### config.mk
export PLATFORM = sky130hd
export DESIGN_NAME = io_sel_ctrl
export DESIGN_NICKNAME = d
export VERILOG_FILES = /design/src/rtl/io_sel_ctrl_pkg.sv /design/src/rtl/io_sel_seq.sv /design/src/rtl/io_sel_ctrl.sv
export SDC_FILE = /design/constraint.sdc
export NUM_CORES = 1
export LEC_CHECK = 0
export BUFFER_PORTS_ARGS = -buffer_cell sky130_fd_sc_hd__buf_2
export CAP_MARGIN = 10
export CORE_MARGIN = 4
export CORE_UTILIZATION = 54
export DETAILED_ROUTE_END_ITERATION = 6
export PLACE_DENSITY = 0.8
export SLEW_MARGIN = 20
export SYNTH_ARGS = -nofsm -noshare
export SYNTH_HDL_FRONTEND = slang
export SYNTH_SLANG_ARGS = --single-unit
### constraint.sdc
create_clock -name mclk -period 2.9 [get_ports mclk]
set_input_delay 0.145 -clock mclk [delete_from_list [all_inputs] [get_ports mclk]]
set_output_delay 0.145 -clock mclk [all_outputs]
set_load 0.05 [all_outputs]
### src/rtl/io_sel_ctrl_pkg.sv
// io_sel_ctrl_pkg
//   Shared definitions for the I/O function-select controller:
//   register word indices within the 16-byte peripheral window and the
//   2-bit sequencer state encoding.
package io_sel_ctrl_pkg;

  // Word index inside the window (byte offset / 2)
  localparam logic [2:0] REG_SEL_REQ  = 3'd0;  // 0x0
  localparam logic [2:0] REG_DEADTIME = 3'd1;  // 0x2
  localparam logic [2:0] REG_CTRL     = 3'd2;  // 0x4
  localparam logic [2:0] REG_STATUS   = 3'd3;  // 0x6
  localparam logic [2:0] REG_SEL_ACT  = 3'd4;  // 0x8

  typedef enum logic [1:0] {
    ST_IDLE   = 2'b00,
    ST_BLANK  = 2'b01,
    ST_SWITCH = 2'b10,
    ST_SETTLE = 2'b11
  } seq_state_t;

endpackage

### src/rtl/io_sel_seq.sv
// io_sel_seq
//   Glitch-free function-select sequencer. When the requested pattern
//   differs from the active one, the changing pins have their output
//   enable blanked, a dead time elapses, sel switches, a second dead time
//   elapses, then the enables are restored.
// Ports:
//   mclk, puc_rst   clock, asynchronous active-high reset
//   sel_req         requested select pattern
//   deadtime        dead-time reload value (cycles)
//   sel             active select (registered)
//   oe_mask         output-enable qualifier, 1 = pass (registered)
//   busy            sequencer not idle
//   done_set        one-cycle pulse on the edge that completes a sequence
module io_sel_seq
  import io_sel_ctrl_pkg::*;
#(
  parameter int unsigned WIDTH = 8
) (
  input  logic             mclk,
  input  logic             puc_rst,
  input  logic [WIDTH-1:0] sel_req,
  input  logic [7:0]       deadtime,
  output logic [WIDTH-1:0] sel,
  output logic [WIDTH-1:0] oe_mask,
  output logic             busy,
  output logic             done_set
);

  seq_state_t       state;
  logic [7:0]       cnt;
  logic [WIDTH-1:0] tgt;
  logic [WIDTH-1:0] chg;

  always_ff @(posedge mclk or posedge puc_rst) begin
    if (puc_rst) begin
      state   <= ST_IDLE;
      cnt     <= '0;
      tgt     <= '0;
      chg     <= '0;
      sel     <= '0;
      oe_mask <= '1;
    end else begin
      case (state)
        ST_IDLE: begin
          if (sel_req != sel) begin
            tgt     <= sel_req;
            chg     <= sel_req ^ sel;
            oe_mask <= ~(sel_req ^ sel);
            cnt     <= deadtime;
            state   <= ST_BLANK;
          end
        end
        // The switch action is taken on the edge that ends blanking, so the
        // SWITCH encoding costs no extra cycle (sel lands D+1 cycles after
        // the blank, done D+1 cycles after sel).
        ST_BLANK, ST_SWITCH: begin
          if (state == ST_BLANK && cnt != '0) begin
            cnt <= cnt - 8'd1;
          end else begin
            sel   <= tgt;
            cnt   <= deadtime;
            state <= ST_SETTLE;
          end
        end
        ST_SETTLE: begin
          if (cnt != '0) begin
            cnt <= cnt - 8'd1;
          end else begin
            oe_mask <= oe_mask | chg;
            state   <= ST_IDLE;
          end
        end
        default: state <= ST_IDLE;
      endcase
    end
  end

  always_comb begin
    busy     = (state != ST_IDLE);
    done_set = (state == ST_SETTLE) && (cnt == '0);
  end

endmodule

### src/rtl/io_sel_ctrl.sv
// io_sel_ctrl
//   openMSP430 peripheral owning the per-pin function-select vector of a
//   GPIO/peripheral port pair. Holds the register file, address decode and
//   read mux; the change sequencing lives in io_sel_seq.
// Ports:
//   mclk, puc_rst   clock, asynchronous active-high reset
//   per_addr        peripheral word address
//   per_din         write data
//   per_en          access enable
//   per_we          byte write enables (low byte used)
//   per_dout        read data, 0 when the window is not addressed
//   sel             active function select (0=A, 1=B)
//   oe_mask         output-enable qualifier (1=pass)
//   busy            sequencer not idle
//   irq             level interrupt = done & ie
module io_sel_ctrl
  import io_sel_ctrl_pkg::*;
#(
  parameter int unsigned WIDTH     = 8,
  parameter logic [14:0] BASE_ADDR = 15'h01A0
) (
  input  logic             mclk,
  input  logic             puc_rst,
  input  logic [13:0]      per_addr,
  input  logic [15:0]      per_din,
  input  logic             per_en,
  input  logic [1:0]       per_we,
  output logic [15:0]      per_dout,
  output logic [WIDTH-1:0] sel,
  output logic [WIDTH-1:0] oe_mask,
  output logic             busy,
  output logic             irq
);

  logic             reg_hit;
  logic             reg_wr;
  logic [2:0]       reg_idx;
  logic [WIDTH-1:0] sel_req;
  logic [7:0]       deadtime;
  logic             ie;
  logic             done;
  logic             done_set;
  logic             unused_bits;

  always_comb begin
    reg_hit = per_en && (per_addr[13:3] == BASE_ADDR[14:4]);
    reg_idx = per_addr[2:0];
    reg_wr  = reg_hit && per_we[0];
  end

  assign unused_bits = &{1'b0, per_din[15:8], per_we[1]};

  always_ff @(posedge mclk or posedge puc_rst) begin
    if (puc_rst) begin
      sel_req  <= '0;
      deadtime <= '0;
      ie       <= 1'b0;
      done     <= 1'b0;
    end else begin
      if (reg_wr && reg_idx == REG_SEL_REQ)  sel_req  <= per_din[WIDTH-1:0];
      if (reg_wr && reg_idx == REG_DEADTIME) deadtime <= per_din[7:0];
      if (reg_wr && reg_idx == REG_CTRL)     ie       <= per_din[0];
      // Completion beats a simultaneous write-1-to-clear
      if (done_set)
        done <= 1'b1;
      else if (reg_wr && reg_idx == REG_STATUS && per_din[1])
        done <= 1'b0;
    end
  end

  io_sel_seq #(
    .WIDTH(WIDTH)
  ) u_seq (
    .mclk    (mclk),
    .puc_rst (puc_rst),
    .sel_req (sel_req),
    .deadtime(deadtime),
    .sel     (sel),
    .oe_mask (oe_mask),
    .busy    (busy),
    .done_set(done_set)
  );

  always_comb begin
    per_dout = '0;
    if (reg_hit) begin
      case (reg_idx)
        REG_SEL_REQ:  per_dout = 16'(sel_req);
        REG_DEADTIME: per_dout = 16'(deadtime);
        REG_CTRL:     per_dout = 16'(ie);
        REG_STATUS:   per_dout = {14'd0, done, busy};
        REG_SEL_ACT:  per_dout = 16'(sel);
        default:      per_dout = '0;
      endcase
    end
  end

  assign irq = done & ie;

endmodule

# Word level (Yosys, flattened, before mapping)
# Cells that the tools add are included.
# classes
magnitude_cmp	0
n_eq_ne	13
n_mux	15
bitwise_logic	5
multipliers	0
div_mod_pow	0
add_sub_neg	1
shift	0
n_reduce_logical	22
# ops
cell	n
2-to-1 mux 8 bit	5
case mux 8 bit (5 select lines)	1
case mux 8 bit (3 select lines)	1
2-to-1 mux 16 bit	1
case mux 8 bit (2 select lines)	1
== test 11 x 5 -> 1 bit, second input constant	1
logical AND 1 bit	9
zero test 8 bit	1
inequality test 8 bit	1
inverter 8 bit	1
bitwise OR 8 bit	1
nonzero test 8 bit	1
subtractor 8 x 1 -> 8 bit, second input constant	1
XOR 8 bit	1
== test 3 x 2 -> 1 bit, second input constant	2
2-to-1 mux 2 bit	3
case mux 2 bit (3 select lines)	1
AND reduction 2 bit	3
AND reduction 3 bit	2
nonzero test 2 bit	3
== test 2 bit, second input constant	2
inequality test 2 x 1 -> 1 bit, second input constant	2
inequality test 2 bit, second input constant	2
== test 3 x 1 -> 1 bit, second input constant	1
other kinds (8)	9
# totals
mem_bits_ro	0
inputBits	35
output_inout_bits	34
register_bits	60
latch_bits	0
ram_bits	0
n_memories	0
wordCells	66

# Longest topological paths before layout
# depth
ltp_word	7
ltp_mapped	8
depth_no_buf	7

# Modules after synthesis
# From an unflattened synthesis, not the netlist that was laid out.
# unflattened
cells_unflattened	309
area_unflattened_um2	3324.4
# modules_own_cells
mod	seq_area_each_um2	area_per_inst_um2	cells_per_inst	n_inst
io_sel_seq	1061.0	2183.3	204	1
io_sel_ctrl	450.4	1141.1	105	1

# Worst setup path after synthesis
# Ideal clock, no wire load.
# synth_timing
path_type	register -> register
from	register u_seq.sel[1]
to	register u_seq.tgt[0]
synth_period_minus_slack_ns	2.186
setup_slack_ns	0.714
setup_time_ns	0.125
path_buffers	2
t_arrival_ns	2.061
required_time_ns	2.775
path_stages_with_launch	7
path_cell_list	dfrtp_1 xor2_1 nor4_2 a21o_1 buf_2 buf_4 mux2_2
# synth_via
elab_chain_len	2
# synth_lines
element	line_no	source
from (decl)	io_sel_seq.sv:23	output logic [WIDTH-1:0] sel,
from (signal assigned)	io_sel_seq.sv:60	sel <= tgt;
inequality test 8 bit	io_sel_seq.sv:45	if (sel_req != sel) begin
AND reduction 2 bit (no line)	n/a	
to (signal assigned)	io_sel_seq.sv:46	tgt <= sel_req;
to (decl)	io_sel_seq.sv:31	logic [WIDTH-1:0] tgt;
# No other way between the ends.
# A chain may end at the register's enable or synchronous reset.

# Final worst setup path
# layout_timing
from	register u_seq.state[1]
to	output port per_dout[0]
# layout_via
elab_chain_len	3
# layout_lines
element	line_no	source
from (decl)	io_sel_seq.sv:29	seq_state_t state;
from (signal assigned)	io_sel_seq.sv:36	state <= ST_IDLE;
from (signal assigned)	io_sel_seq.sv:50	state <= ST_BLANK;
from (signal assigned)	io_sel_seq.sv:62	state <= ST_SETTLE;
nonzero test 2 bit	io_sel_seq.sv:79	busy = (state != ST_IDLE);
case mux 8 bit (5 select lines)	io_sel_ctrl.sv:87	case (reg_idx)
2-to-1 mux 16 bit	io_sel_ctrl.sv:86	if (reg_hit) begin
to (decl)	io_sel_ctrl.sv:28	output logic [15:0] per_dout,
# No other way between the ends.

==> run summary <==
Highest clock rate - 0.3908 GHz
FF-to-FF Start - u_seq.cnt[0]$_DFFE_PP0P_
Die area - 0.007228 mm2
GR Overflow Total - 0
Share of cells above drive strength 1 - 35.88%
Vias in the first global route - 2471
Max-Cap Viols - 0
Worst hold path depth - 2
Starting Density - 56.78%
Die W - 85.02 um
Number of hold buffers added after cts - 1
Max transition margin - 45.75%
Clock Power Share - 28.5%
Combinational Power Share - 39.5%
Async SR Flop Fraction - 100.0%
First-pass detailed-route iteration total - 4
Library cells used by synthesis - 50
Leakage - 1.891 nW
Total core area - 0.005642 mm2
Routability cong. - 0.8365
Final WL - 7.377 mm
Cell count of the worst reg-to-reg path - 7
Vias/cell - 5.805
Via count - 2473
Sequential area share after synthesis - 47.19%
Most common cell in the synthesized netlist - dfrtp_1
Core Rows - 27
Seq pwr share - 31.9%
Diode count - 0
Hold Path Sink - sel_req[3]$_DFFE_PP0P_
Largest fanout on the critical path - 11
Post-CTS setup buffer count - 0
Layout area overhead - 15.94%
P per Cell Area - 797.7 mW/mm2
Post-DRT Antenna Nets - 0
I/O Buffers - 51
EDFF count, synth - 0
Flop2flop setup slack - 0.56 ns
Root Driver - clkbuf_8
Final Skew - 0.005367 ns
Syn. warnings - 0
Worst vdd ir - 0.4474 mV
Initial antenna violation count - 0
# clock sinks - 60
Critical Setup Path Class - register to output pin
Largest net degree at the start of global routing - 28
Fin util - 65.82%
Clock latency on the worst-skew pair - 0.34 ns
Mapped Cells - 296
Combined global-route utilization of all metal layers - 21.88%
Htree depth - 3
Final min period - 2.559 ns
Cell-internal power - 1.840 mW
Commonest cells in the netlist - dfrtp_1, mux2_2, nand2_1
#FFs+latches synth - 60
Clock tree buffer depth - 2
Num ports - 69
Dominant synthesized flop cell - dfrtp_1
Final hold vios - 0
Critical Path RT - 2.76 ns
Clk slew on worst S/H paths - 0.07 ns
Status - completed
Share of the synthesized area in the top cell type - 40.63%
Worst-margin pin slew - 0.8138 ns
Crit path arrival time - 2.41 ns
Fin crit share - 88.24%
Iter 0 DRT Violations - 113
Startpoint Class - register
First-pass GRT wire length - 12.36 mm
Placed cell areas - 0.003478 mm2
Setup violators final - 0
# DRC - 0
Fin Setup TNS - 0 ns
Switching Fraction - 37.87%
Drt wl/cell - 17.32 um
Avg Cell Area, Syn - 10.82 um2
CTS tree - built
RSZ-0062 raised after global routing - no
Min-delay worst type - input pin to register
DPL Wire Length - 5.321 mm
Finished Cell Area - 0.003714 mm2
Final nets - 391
Yosys top cell by area - dfrtp_1
Dominant cells by area after synthesis - dfrtp_1, mux2_2, dfstp_2
Critical Path Sink Type - output pin
Synthesized cell area - 0.003203 mm2
Switching pwr - 1.122 mW
Number of CTS-inserted buffers - 9
Slew Limit Fails - 0
RR Endpoint - u_seq.oe_mask[6]$_DFFE_PP1P_
Resized cells post-CTS - 0
Hold wc startpoint - per_din[3]
Die height - 85.02 um
Tot Pwr - 2.962 mW
## worst max path at each step
stage                               start                            to  slack, ns  depth (start not counted)
4_1_cts        u_seq.state[1]$_DFFE_PP0P_                   per_dout[0]       0.36                          7
3_3_place_gp     u_seq.cnt[0]$_DFFE_PP0P_  u_seq.oe_mask[6]$_DFFE_PP1P_       0.72                          7
5_1_grt        u_seq.state[1]$_DFFE_PP0P_                   per_dout[0]       0.20                          7
6_report       u_seq.state[1]$_DFFE_PP0P_                   per_dout[0]       0.34                          7
2_1_floorplan    u_seq.sel[1]$_DFFE_PP0P_      u_seq.tgt[0]$_DFFE_PP0P_       0.71                          6
3_5_place_dp     u_seq.cnt[0]$_DFFE_PP0P_  u_seq.oe_mask[1]$_DFFE_PP1P_       0.60                          7
## logic make-up (layout without fill, tap and decap cells)
group,count (synthesis),after routing,synth area share (%)
and+or+nand+nor,91,91,15.86
xor gates and xnor gates,8,8,2.188
adders and majority gates,7,7,2.734
muxes,44,44,15.59
buffers and inverters,29,80,4.883
AOI/OAI and AO/OA,56,56,11.45
other,1,8,0.1171
DFF,60,60,47.19
## state kept, by name, summed over array words and instances (netlist names)
| name | flops |
|---|---|
| deadtime | 8 |
| done | 1 |
| ie | 1 |
| sel_req | 8 |
| u_seq.chg | 8 |
| u_seq.cnt | 8 |
| u_seq.oe_mask | 8 |
| u_seq.sel | 8 |
| u_seq.state | 2 |
| u_seq.tgt | 8 |
## layout make-up
class | instances | area, um2
clock inverter | 6 | 87.58
sequential | 60 | 1511
clock buffer | 10 | 137.6
tap | 72 | 90.09
inverter | 8 | 30.03
fill | 427 | 1928
timing repair buffer | 56 | 295.3
multi-input combinational | 214 | 1562
## per-stage QoR
step                      setup slack [ns]  instances  hold slack [ns]
after floorplan                     0.7139        303           0.2797
after detailed placement            0.6042        409           0.1270
final                               0.3412        426          0.06002
after global routing                0.1984        426          0.05186
after CTS                           0.3572        426          0.05041
after global placement              0.7172        409           0.1252
## power by group through the flow
stage / clock network [mW] / logic, mW / registers [mW]
after floorplan: 0 / 0.932 / 0.946
after global placement: 0 / 1.12 / 0.957
after detailed placement: 0 / 1.16 / 0.962
after CTS: 0.851 / 1.17 / 0.946
after global routing: 0.895 / 1.28 / 0.955
final: 0.845 / 1.17 / 0.946
## per-layer routing
| metal | wire [um] | share of wire [%] | vias up | global-route usage (%) |
|---|---|---|---|---|
| met5 | 0 | 0 | - | 0 |
| met3 | 411 | 5.6 | 10 | 4.272 |
| met1 | 3096 | 42 | 1249 | 27.95 |
| met2 | 3748 | 51 | 73 | 36.09 |
| li1 | - | - | 1141 | - |
| met4 | 121 | 1.6 | 0 | 9.640 |
## critical path, cell delays in order, from the launching register on
cell and delay (ns):
dfrtp_1 0.40, inv_1 0.13, ha_1 0.46, inv_1 0.16
mux4_2 0.51, a21oi_1 0.16, nor2_1 0.05, buf_2 0.21
## cells in the final DEF, fill, tap and decap left out, drive strengths merged, types with 3 or more instances in the layout
master and count:
a21oi 27, a22o 9, buf 55, clkbuf 10, clkinvlp 3, conb 8
dfrtp 52, dfstp 8, ha 7, inv 8, mux2 34, mux2i 9
nand2 28, nand2b 10, nand3 6, nor2 19, nor3 10, nor4 3
o21ai 10, xor2 8
No activity file was read; power rests on OpenSTA's default activity.
